## src/rtl/switch_arb_pkg.sv

```systemverilog
// rtl/switch_arb_pkg.sv - shared types, defaults and round-robin helper for the switch port arbiter
package switch_arb_pkg;

    typedef enum logic {
        IDLE = 1'b0,
        XFER = 1'b1
    } arb_state_e;

    localparam int NUM_REQ_DEF   = 4;
    localparam int DATA_W_DEF    = 8;
    localparam int MAX_BEATS_DEF = 64;

    function automatic int next_rr_idx(input int idx, input int n);
        return (idx >= n - 1) ? 0 : idx + 1;
    endfunction

endpackage

```

## src/rtl/switch_port_arbiter_if.sv

```systemverilog
// rtl/switch_port_arbiter_if.sv - requester and output-port handshake bundle
interface switch_port_arbiter_if
    import switch_arb_pkg::*;
#(
    parameter int NUM_REQ = NUM_REQ_DEF,
    parameter int DATA_W  = DATA_W_DEF
);
    logic [NUM_REQ-1:0]        req_valid;
    logic [NUM_REQ*DATA_W-1:0] req_data;
    logic [NUM_REQ-1:0]        req_last;
    logic [NUM_REQ-1:0]        req_ready;
    logic                      out_valid;
    logic [DATA_W-1:0]         out_data;
    logic                      out_last;
    logic                      out_ready;

    modport master (
        output req_valid, req_data, req_last, out_ready,
        input  req_ready, out_valid, out_data, out_last
    );

    modport slave (
        input  req_valid, req_data, req_last, out_ready,
        output req_ready, out_valid, out_data, out_last
    );
endinterface

```

## src/rtl/switch_port_arbiter_rr_pick.sv

```systemverilog
// rtl/switch_port_arbiter_rr_pick.sv - combinational round-robin picker starting after last_gnt
module rr_pick
    import switch_arb_pkg::*;
#(
    parameter int NUM_REQ = NUM_REQ_DEF,
    parameter int IDX_W   = $clog2(NUM_REQ)
) (
    input  logic [NUM_REQ-1:0] req,
    input  logic [IDX_W-1:0]   last_gnt,
    output logic               any_req,
    output logic [IDX_W-1:0]   pick_idx
);
    logic [IDX_W-1:0] idx;
    logic             found;

    always_comb begin
        any_req  = |req;
        pick_idx = '0;
        found    = 1'b0;
        idx      = IDX_W'(next_rr_idx(int'(last_gnt), NUM_REQ));
        for (int i = 0; i < NUM_REQ; i++) begin
            if (!found && req[idx]) begin
                pick_idx = idx;
                found    = 1'b1;
            end
            idx = IDX_W'(next_rr_idx(int'(idx), NUM_REQ));
        end
    end
endmodule

```

## src/rtl/switch_port_arbiter.sv

```systemverilog
// rtl/switch_port_arbiter.sv - packet-granular round-robin arbiter for one switch output port
module switch_port_arbiter
    import switch_arb_pkg::*;
#(
    parameter int NUM_REQ   = NUM_REQ_DEF,
    parameter int DATA_W    = DATA_W_DEF,
    parameter int MAX_BEATS = MAX_BEATS_DEF
) (
    input  logic                       clk,
    input  logic                       reset,
    switch_port_arbiter_if.slave       bus,
    output logic [$clog2(NUM_REQ)-1:0] grant_id,
    output logic                       busy,
    output logic [15:0]                pkt_count,
    output logic                       trunc_err
);
    localparam int IDX_W = $clog2(NUM_REQ);
    localparam int CNT_W = $clog2(MAX_BEATS);

    arb_state_e       state;
    logic [IDX_W-1:0] last_gnt;
    logic [CNT_W-1:0] beat_cnt;
    logic             any_req;
    logic [IDX_W-1:0] pick_idx;
    logic             at_limit;
    logic             accept;

    rr_pick #(.NUM_REQ(NUM_REQ), .IDX_W(IDX_W)) u_rr_pick (
        .req      (bus.req_valid),
        .last_gnt (last_gnt),
        .any_req  (any_req),
        .pick_idx (pick_idx)
    );

    assign at_limit = (beat_cnt == CNT_W'(MAX_BEATS - 1));

    // Granted requester is wired straight through; only XFER opens the path.
    always_comb begin
        bus.out_valid = 1'b0;
        bus.out_last  = 1'b0;
        bus.out_data  = bus.req_data[int'(grant_id)*DATA_W +: DATA_W];
        bus.req_ready = '0;
        if (state == XFER) begin
            bus.out_valid           = bus.req_valid[grant_id];
            bus.out_last            = bus.req_last[grant_id] | at_limit;
            bus.req_ready[grant_id] = bus.out_ready;
        end
    end

    assign accept    = bus.out_valid & bus.out_ready;
    assign trunc_err = accept & ~bus.req_last[grant_id] & at_limit;

    always_ff @(posedge clk or negedge reset) begin
        if (!reset) begin
            state     <= IDLE;
            busy      <= 1'b0;
            last_gnt  <= IDX_W'(NUM_REQ - 1);
            beat_cnt  <= '0;
            grant_id  <= '0;
            pkt_count <= '0;
        end else begin
            case (state)
                IDLE: begin
                    if (any_req) begin
                        grant_id <= pick_idx;
                        state    <= XFER;
                        busy     <= 1'b1;
                    end
                end
                XFER: begin
                    if (accept) begin
                        if (bus.out_last) begin
                            beat_cnt  <= '0;
                            last_gnt  <= grant_id;
                            pkt_count <= pkt_count + 16'd1;
                            state     <= IDLE;
                            busy      <= 1'b0;
                        end else begin
                            beat_cnt <= beat_cnt + CNT_W'(1);
                        end
                    end
                end
                default: begin
                    state <= IDLE;
                    busy  <= 1'b0;
                end
            endcase
        end
    end
endmodule

```

## src/flat_wrapper.sv

```systemverilog
// flat-port wrapper written by rule: the top's interface ports become plain ports
module switch_port_arbiter_flat import switch_arb_pkg::*;
#(
    parameter int NUM_REQ   = NUM_REQ_DEF,
    parameter int DATA_W    = DATA_W_DEF,
    parameter int MAX_BEATS = MAX_BEATS_DEF
)
  (clk, reset, grant_id, busy, pkt_count, trunc_err, bus_req_valid, bus_req_data, bus_req_last, bus_out_ready, bus_req_ready, bus_out_valid, bus_out_data, bus_out_last);
  switch_port_arbiter_if #(.NUM_REQ(NUM_REQ), .DATA_W(DATA_W)) bus_i ();
  input  logic clk;
  input  logic reset;
  output logic [$clog2(NUM_REQ)-1:0] grant_id;
  output logic busy;
  output logic [15:0] pkt_count;
  output logic trunc_err;
  input wire logic [$bits(bus_i.req_valid)-1:0] bus_req_valid;
  input wire logic [$bits(bus_i.req_data)-1:0] bus_req_data;
  input wire logic [$bits(bus_i.req_last)-1:0] bus_req_last;
  input wire logic [$bits(bus_i.out_ready)-1:0] bus_out_ready;
  output wire logic [$bits(bus_i.req_ready)-1:0] bus_req_ready;
  output wire logic [$bits(bus_i.out_valid)-1:0] bus_out_valid;
  output wire logic [$bits(bus_i.out_data)-1:0] bus_out_data;
  output wire logic [$bits(bus_i.out_last)-1:0] bus_out_last;
  assign bus_i.req_valid = bus_req_valid;
  assign bus_i.req_data = bus_req_data;
  assign bus_i.req_last = bus_req_last;
  assign bus_i.out_ready = bus_out_ready;
  assign bus_req_ready = bus_i.req_ready;
  assign bus_out_valid = bus_i.out_valid;
  assign bus_out_data = bus_i.out_data;
  assign bus_out_last = bus_i.out_last;
  switch_port_arbiter #(.NUM_REQ(NUM_REQ), .DATA_W(DATA_W), .MAX_BEATS(MAX_BEATS)) u_core (.clk(clk), .reset(reset), .bus(bus_i), .grant_id(grant_id), .busy(busy), .pkt_count(pkt_count), .trunc_err(trunc_err));
endmodule
```

## config.mk

```make
export PLATFORM = sky130hd
export DESIGN_NAME = switch_port_arbiter_flat
export DESIGN_NICKNAME = d
export VERILOG_FILES = /design/src/rtl/switch_arb_pkg.sv /design/src/rtl/switch_port_arbiter_if.sv /design/src/rtl/switch_port_arbiter_rr_pick.sv /design/src/rtl/switch_port_arbiter.sv /design/src/flat_wrapper.sv
export SDC_FILE = /design/constraint.sdc
export NUM_CORES = 1
export LEC_CHECK = 0
export ABC_CLOCK_PERIOD_IN_PS = 2600
export CORE_ASPECT_RATIO = 1.5
export CORE_UTILIZATION = 50
export DETAILED_ROUTE_END_ITERATION = 8
export DONT_BUFFER_PORTS = 1
export GPL_TIMING_DRIVEN = 0
export SETUP_SLACK_MARGIN = 0.02
export SYNTH_ARGS = -nofsm -noshare
export SYNTH_HDL_FRONTEND = slang
export SYNTH_SLANG_ARGS = --single-unit
```

## constraint.sdc

```tcl
create_clock -name clk -period 2.6 [get_ports clk]
set_input_delay 0.65 -clock clk [delete_from_list [all_inputs] [get_ports clk]]
set_output_delay 0.65 -clock clk [all_outputs]
set_load 0.05 [all_outputs]
```

==> results of run 1 <==
==> per-stage QoR <==
step	area [um^2]	utilization, %
3_5_place_dp	1848	54.62
3_3_place_gp	1848	54.62
6_report	2031	60.02
5_1_grt	2031	60.02
4_1_cts	2024	59.84
2_1_floorplan	1795	-
==> worst max path at each step <==
stage | startpoint | end | slack [ns] | cells after the start
final | u_core.grant_id[0] | trunc_err | -0.12 | 3
after global routing | u_core.grant_id[0] | trunc_err | -0.17 | 3
after CTS | u_core.grant_id[0] | trunc_err | -0.14 | 5
after detailed placement | u_core.grant_id[1] | trunc_err | -0.29 | 5
after global placement | u_core.grant_id[1] | trunc_err | -0.27 | 5
after floorplan | u_core.grant_id[0] | trunc_err | -0.12 | 5
==> routing by layer <==
layer  track usage [%]  share of wire [%]  vias to the layer above  wire length (um)
li1                  -                  -                      617                 -
met1             25.69                 39                      623              1511
met2             40.89                 54                       59              2096
met3             4.848                7.1                        4               278
met4             5.556               0.64                        0                25
met5                 0                  0                        -                 0
==> power breakdown <==
group | total (mW) | switching, mW | leakage, nW | internal [mW]
Sequential | 0.888 | 0.335 | 0.353 | 0.553
Combinational | 1.45 | 0.886 | 0.451 | 0.562
Clock | 0.343 | 0.137 | 0.0357 | 0.206
==> Yosys cell counts (all sizes together), types with 5 or more instances <==
library cell,count
and3,5
xnor2,12
dfrtp,26
nand4,7
mux4,10
o21ai,7
nor2,13
nand2,5
mux2,5
nand3,11
nor3,6
==> worst reg2reg max path, cell delays in order (launching register included) <==
cell and delay [ns]:
dfrtp_2 0.54, buf_6 0.18, mux4_2 0.57, buf_6 0.16, a31oi_4 0.18, buf_4 0.19, nor2_4 0.08, mux2_4 0.29
==> layout make-up <==
type,instances,area (um^2)
sequential,28,705.7
inverter,3,11.26
buffer,8,60.06
multi-input combinational,119,1062
tap,42,52.55
timing repair buffer,8,67.56
clock inverter,1,30.03
clock buffer,3,41.29
fill,286,1353
==> state kept, by name (all words and copies together) (netlist names) <==
| signal | flops |
|---|---|
| u_core.busy | 1 |
| u_core.grant_id | 2 |
| u_core.pkt_count | 16 |
| u_core.beat_cnt | 6 |
| u_core.last_gnt | 2 |
| u_core.state | 1 |
==> cells by family after synthesis <==
kind of cell / after synthesis / share of synthesized area, %
xor+xnor: 16 / 7.904
simple gates: 63 / 20.04
fa+ha+maj: 3 / 2.117
compound gates: 18 / 7.410
flops: 28 / 39.66
mux: 19 / 19.41
buf+inv: 11 / 3.458
==> timing repair <==
action | 4_1_cts | 5_1_grt
buffers inserted | 8 | 0
pin swaps | 3 | 3
resized for setup | 16 | 4
endpoints found under the setup margin | 15 | 12
==> out/metrics.yaml, run 1 <==
floorplan:
  floorplan.initialDensity_pct: 52.40
  core.rowCount: 26
  die_h_um: 74.93
  die_w_um: 50.62
  ios: 77
  dieArea_mm2: 0.003793
  core-area_mm2: 0.003383
detailed_routing:
  ant_nets: 0
  drc: 0
  vias: 1303
  wl_mm: 3.912
  first_iter_violations: 32
  viasPerCell: 6.146
  firstDrtPassIters: 4
  wl_per_cell_um: 18.45
cts:
  cts_buffers: 3
  cts-root-buf: "clkbuf_8"
  clock_latency_ns: 0.27
  h-tree-depth: 1
  holdBufCountCts: 0
  clk_pin_slew_ns: 0.10
  cts_tree: "built"
  cts.sink_count: 28
  cts.path.max_buffers: 2
synthesis:
  syn_nets: 204
  syn_area_mm2: 0.001773
  synth_area_per_cell_um2: 11.22
  ys_async_sr_fraction_pct: 100.0
  syn_inst: 158
  ys_ff_latch: 28
  netlist.area_leader.share_pct: 36.70
  yosysUniqueCellTypes: 42
  synth_seq_area_share_pct: 39.66
  synth_edf_count: 0
  yosysTopAreaCell: "dfrtp_1"
  synth_area_leaders: "dfrtp_1 (37%), mux4_2 (8.9%), xnor2_1 (5.9%)"
  synth_ff_type: "dfrtp_1"
  synth_warnings: 0
worst_setup_path:
  cp_max_fo: 6
  cp_top_family: "multiplexers"
  start_kind: "flop"
  rrSetupSlack_ns: 0.30
  crit_path_end_kind: "output port"
  slowest_stage: "mux4_2"
  worstPathCellList: "buf_6 > mux4_2 > nor3_4"
  crit_buf_inv: 1
  critPathMaxStageDelay_ns: 0.57
  criticalPathCategory: "reg -> out"
  required_ns: 1.95
  rr_worst_depth: 7
  r2r-start: "u_core.grant_id[0]"
  regToRegEndpoint: "u_core.pkt_count[1]"
  cp.arrival_ns: 2.07
timing:
  whs_ns: 0.05366
  fin_crit_ns: 2.716
  setup_viol: 4
  rsz0062_at_grt: "true"
  tightest_slew_ns: 0.5976
  final.setup.tns_ns: -0.1934
  fin_crit_sh_pct: 104.4
  fin_skew_ns: 0.005988
  finalHoldViolCount: 0
  fmax_mhz: 368.2
  slew_violations: 0
  relSlewSlack_pct: 60.16
  layout_setup_ws_ns: -0.1156
finish:
  final_net_count: 217
  drive_above_1_share_pct: 29.41
  antenna_cells: 0
  final_cells: 212
  layout_commonest_cell: "dfrtp_1"
  area.growth.synth_to_final_pct: 14.54
  final_cell_mix: "dfrtp_1 (24), xnor2_1 (12), nand3_1 (10), mux4_2 (9), nor2_1 (9)"
power_and_ir_drop:
  power_mw: 2.679
  ir_drop_mv: 0.7672
  powerDensity_mw_per_mm2: 1319
  leakagePower_nw: 0.8397
global_routing:
  grt_pass1_wl_mm: 6.251
  grt_util_all_layers_pct: 22.06
  grt_overflow_total: 0
  grt_max_degree: 29
  grt_pass1_vias: 1345
  antenna_found_initial: 0
place:
  place_congestion: 0.6987
  placement.io_buffers: 0
  dp_slack_ns: -0.2886
  dp_hpwl_mm: 2.989
  place_inst: 200
job:
  maxCapViolCount: 0
worst_hold_path:
  min_path_type: "in -> async"
outcome:
  violations: "negative setup slack"
  outcome: "finished with violations"
(Power assumes the default switching activity.)
==> run 2, diff against run 1 <==
Settings changed: CAP_MARGIN set to 30.
==> results of run 2 <==
Final layout, timing and power as in run 1 (identical DEF).
==> run 3, diff against run 2 <==
Settings changed: CELL_PAD_IN_SITES_DETAIL_PLACEMENT set to 0, CELL_PAD_IN_SITES_GLOBAL_PLACEMENT set to 1, CORE_UTILIZATION 50 to 47, PLACE_DENSITY_LB_ADDON set to 0.1.
==> run 3 against run 2 <==
The run still ends with negative setup slack left. Critical path depth did not move. Sequential power barely moved. Clock-buffer cell count did not move. Sequential share of layout area rose by 0.17 points. Worst setup slack got worse by 0.0058 ns. Global-route usage rose by 0.65 points. Routed wire length rose by 10%. Final cell count did not move. Combinational power barely moved. Critical path type unchanged.
==> out/metrics.yaml, run 3 (same netlist as run 1, synthesis figures left out) <==
power_and_ir_drop:
  powerDensity_mw_per_mm2: 1331  # was 1319 mW/mm^2
  leakagePower_nw: 0.8332  # was 0.8397 nW
  ir_drop_mv: 0.8018  # was 0.7672 mV
finish:
  largest_registers: "u_core.pkt_count x16, u_core.beat_cnt x6"  # unchanged
  antenna_cells: 0  # unchanged
  layout_commonest_cell: "dfrtp_1"  # unchanged
  final_net_count: 216  # was 217
  final_cell_mix: "dfrtp_1 (24), xnor2_1 (12), nand3_1 (10), mux4_2 (9), nor2_1 (9)"  # unchanged
  final_cells: 212  # unchanged
  drive_above_1_share_pct: 28.99  # was 29.41%
  largest_reg_flops: 16  # unchanged
  top_register: "u_core.pkt_count"  # unchanged
  n_fill_cell: 328  # was 286
  postLayoutCoreUtil_pct: 55.38  # was 60.02%
  area.growth.synth_to_final_pct: 13.97  # was 14.54%
worst_setup_path:
  rr_worst_depth: 7  # unchanged
  criticalPathCategory: "reg -> out"  # unchanged
  required_ns: 1.95  # about the same
  crit_path_end_kind: "output port"  # unchanged
  r2r-start: "u_core.grant_id[0]"  # unchanged
  rrSetupSlack_ns: 0.31  # was 0.30 ns
  start_kind: "flop"  # unchanged
  regToRegEndpoint: "u_core.pkt_count[1]"  # unchanged
  cp.arrival_ns: 2.07  # about the same
  cp_max_fo: 6  # unchanged
global_routing:
  grt_util_all_layers_pct: 22.72  # was 22.06%
  grt_pass1_wl_mm: 6.762  # was 6.251 mm
  antenna_found_initial: 0  # unchanged
  grt_pass1_vias: 1428  # was 1,345
  grt_max_degree: 29  # unchanged
  grt_overflow_total: 0  # unchanged
floorplan:
  die_w_um: 52.15  # was 50.62 um
  core.rowCount: 27  # was 26
  core-area_mm2: 0.003649  # was 0.003383 mm^2
  die_h_um: 77.22  # was 74.93 um
  dieArea_mm2: 0.004027  # was 0.003793 mm^2
  floorplan.initialDensity_pct: 48.59  # was 52.40%
  ios: 77  # unchanged
cts:
  clock_latency_ns: 0.28  # was 0.27 ns
  cts_buffers: 3  # unchanged
  cts-root-buf: "clkbuf_8"  # unchanged
  cts.path.max_buffers: 2  # unchanged
  h-tree-depth: 1  # unchanged
  clk_pin_slew_ns: 0.10  # about the same
  holdBufCountCts: 0  # unchanged
  cts_tree: "built"  # unchanged
  cts.sink_count: 28  # unchanged
detailed_routing:
  first_iter_violations: 23  # was 32
  ant_nets: 0  # unchanged
  firstDrtPassIters: 4  # unchanged
  vias: 1361  # was 1,303
  wl_mm: 4.307  # was 3.912 mm
  drc: 0  # unchanged
  wl_per_cell_um: 20.32  # was 18.45 um
  viasPerCell: 6.420  # was 6.146
place:
  place_inst: 201  # was 200
  place_congestion: 0.8504  # was 0.6987
  placement.io_buffers: 0  # unchanged
  dp_hpwl_mm: 3.196  # was 2.989 mm
timing:
  tightest_slew_ns: 0.6448  # was 0.5976 ns
  relSlewSlack_pct: 56.61  # was 60.16%
  setup_viol: 8  # was 4
  rsz0062_at_grt: "true"  # unchanged
  fmax_mhz: 367.5  # was 368.2 MHz
  whs_ns: 0.04597  # was 0.05366 ns
  fin_crit_sh_pct: 104.7  # was 104.4%
  fin_crit_ns: 2.721  # was 2.716 ns
  slew_violations: 0  # unchanged
  layout_setup_ws_ns: -0.1214  # was -0.1156 ns
  fin_skew_ns: 0.004312  # was 0.005988 ns
  finalHoldViolCount: 0  # unchanged
worst_hold_path:
  min_path_type: "in -> async"  # unchanged
job:
  maxCapViolCount: 0  # unchanged
outcome:
  outcome: "finished with violations"  # unchanged
  violations: "negative setup slack"  # unchanged
run 3: how the worst max path moves through the flow:
| stage | from | endpoint | depth (start not counted) |
|---|---|---|---|
| floorplan | u_core.grant_id[0] | trunc_err | 5 |
| global placement | u_core.grant_id[1] | trunc_err | 5 |
| detailed placement | u_core.grant_id[1] | trunc_err | 5 |
| CTS | u_core.grant_id[0] | trunc_err | 5 |
| global route | u_core.grant_id[0] | trunc_err | 3 |
| finish | u_core.grant_id[0] | trunc_err | 3 |
run 3: power breakdown:
group          switching (mW)  leakage, nW  internal [mW]
clock                   0.149       0.0357          0.206
combinational           0.892        0.444          0.553
sequential              0.337        0.353          0.553
total                    1.38        0.833           1.31
run 3: area by class of cell:
cell class,instances,area [um^2],share of cell area [%]
Inverter,3,11.26,0.5573
Sequential cell,28,705.7,34.92
Timing Repair Buffer,8,67.56,3.344
Multi-Input combinational cell,119,1062,52.57
Clock inverter,1,30.03,1.486
Tap cell,43,53.80,2.663
Clock buffer,3,41.29,2.043
Buffer,7,48.80,2.415
run 3: repair_timing:
item | CTS | global route
buffers inserted | 8 | 0
gates resized for setup | 18 | 2
pin swaps | 4 | 2
endpoints found under the hold margin | 0 | 0
endpoints found under the setup margin | 15 | 10
run 3: worst max-delay path, stage by stage, from the launching register on:
cell and delay [ns]:
dfrtp_2 0.55, buf_6 0.18, mux4_2 0.55, nor3_4 0.51
run 3: metal layers:
layer | wire, um | share of wire, % | up-vias | track usage (%)
met3 | 275 | 6.4 | 8 | 5.159
met4 | 87 | 2.0 | 0 | 8.947
met1 | 1422 | 33 | 672 | 23.49
li1 | - | - | 614 | -
met2 | 2521 | 59 | 67 | 41.92
met5 | 0 | 0 | - | 0
run 3: stage by stage:
| step | instance area [um^2] | setup WS, ns | total power [mW] | setup TNS, ns |
|---|---|---|---|---|
| finish | 2021 | -0.1214 | 2.690 | -0.3135 |
| global placement | 1849 | -0.2894 | 2.149 | -0.8611 |
| CTS | 2027 | -0.1530 | 2.692 | -0.5129 |
| detailed placement | 1849 | -0.3047 | 2.168 | -0.9475 |
| floorplan | 1795 | -0.1235 | 1.999 | -0.1235 |
| global route | 2021 | -0.1701 | 2.829 | -0.7228 |
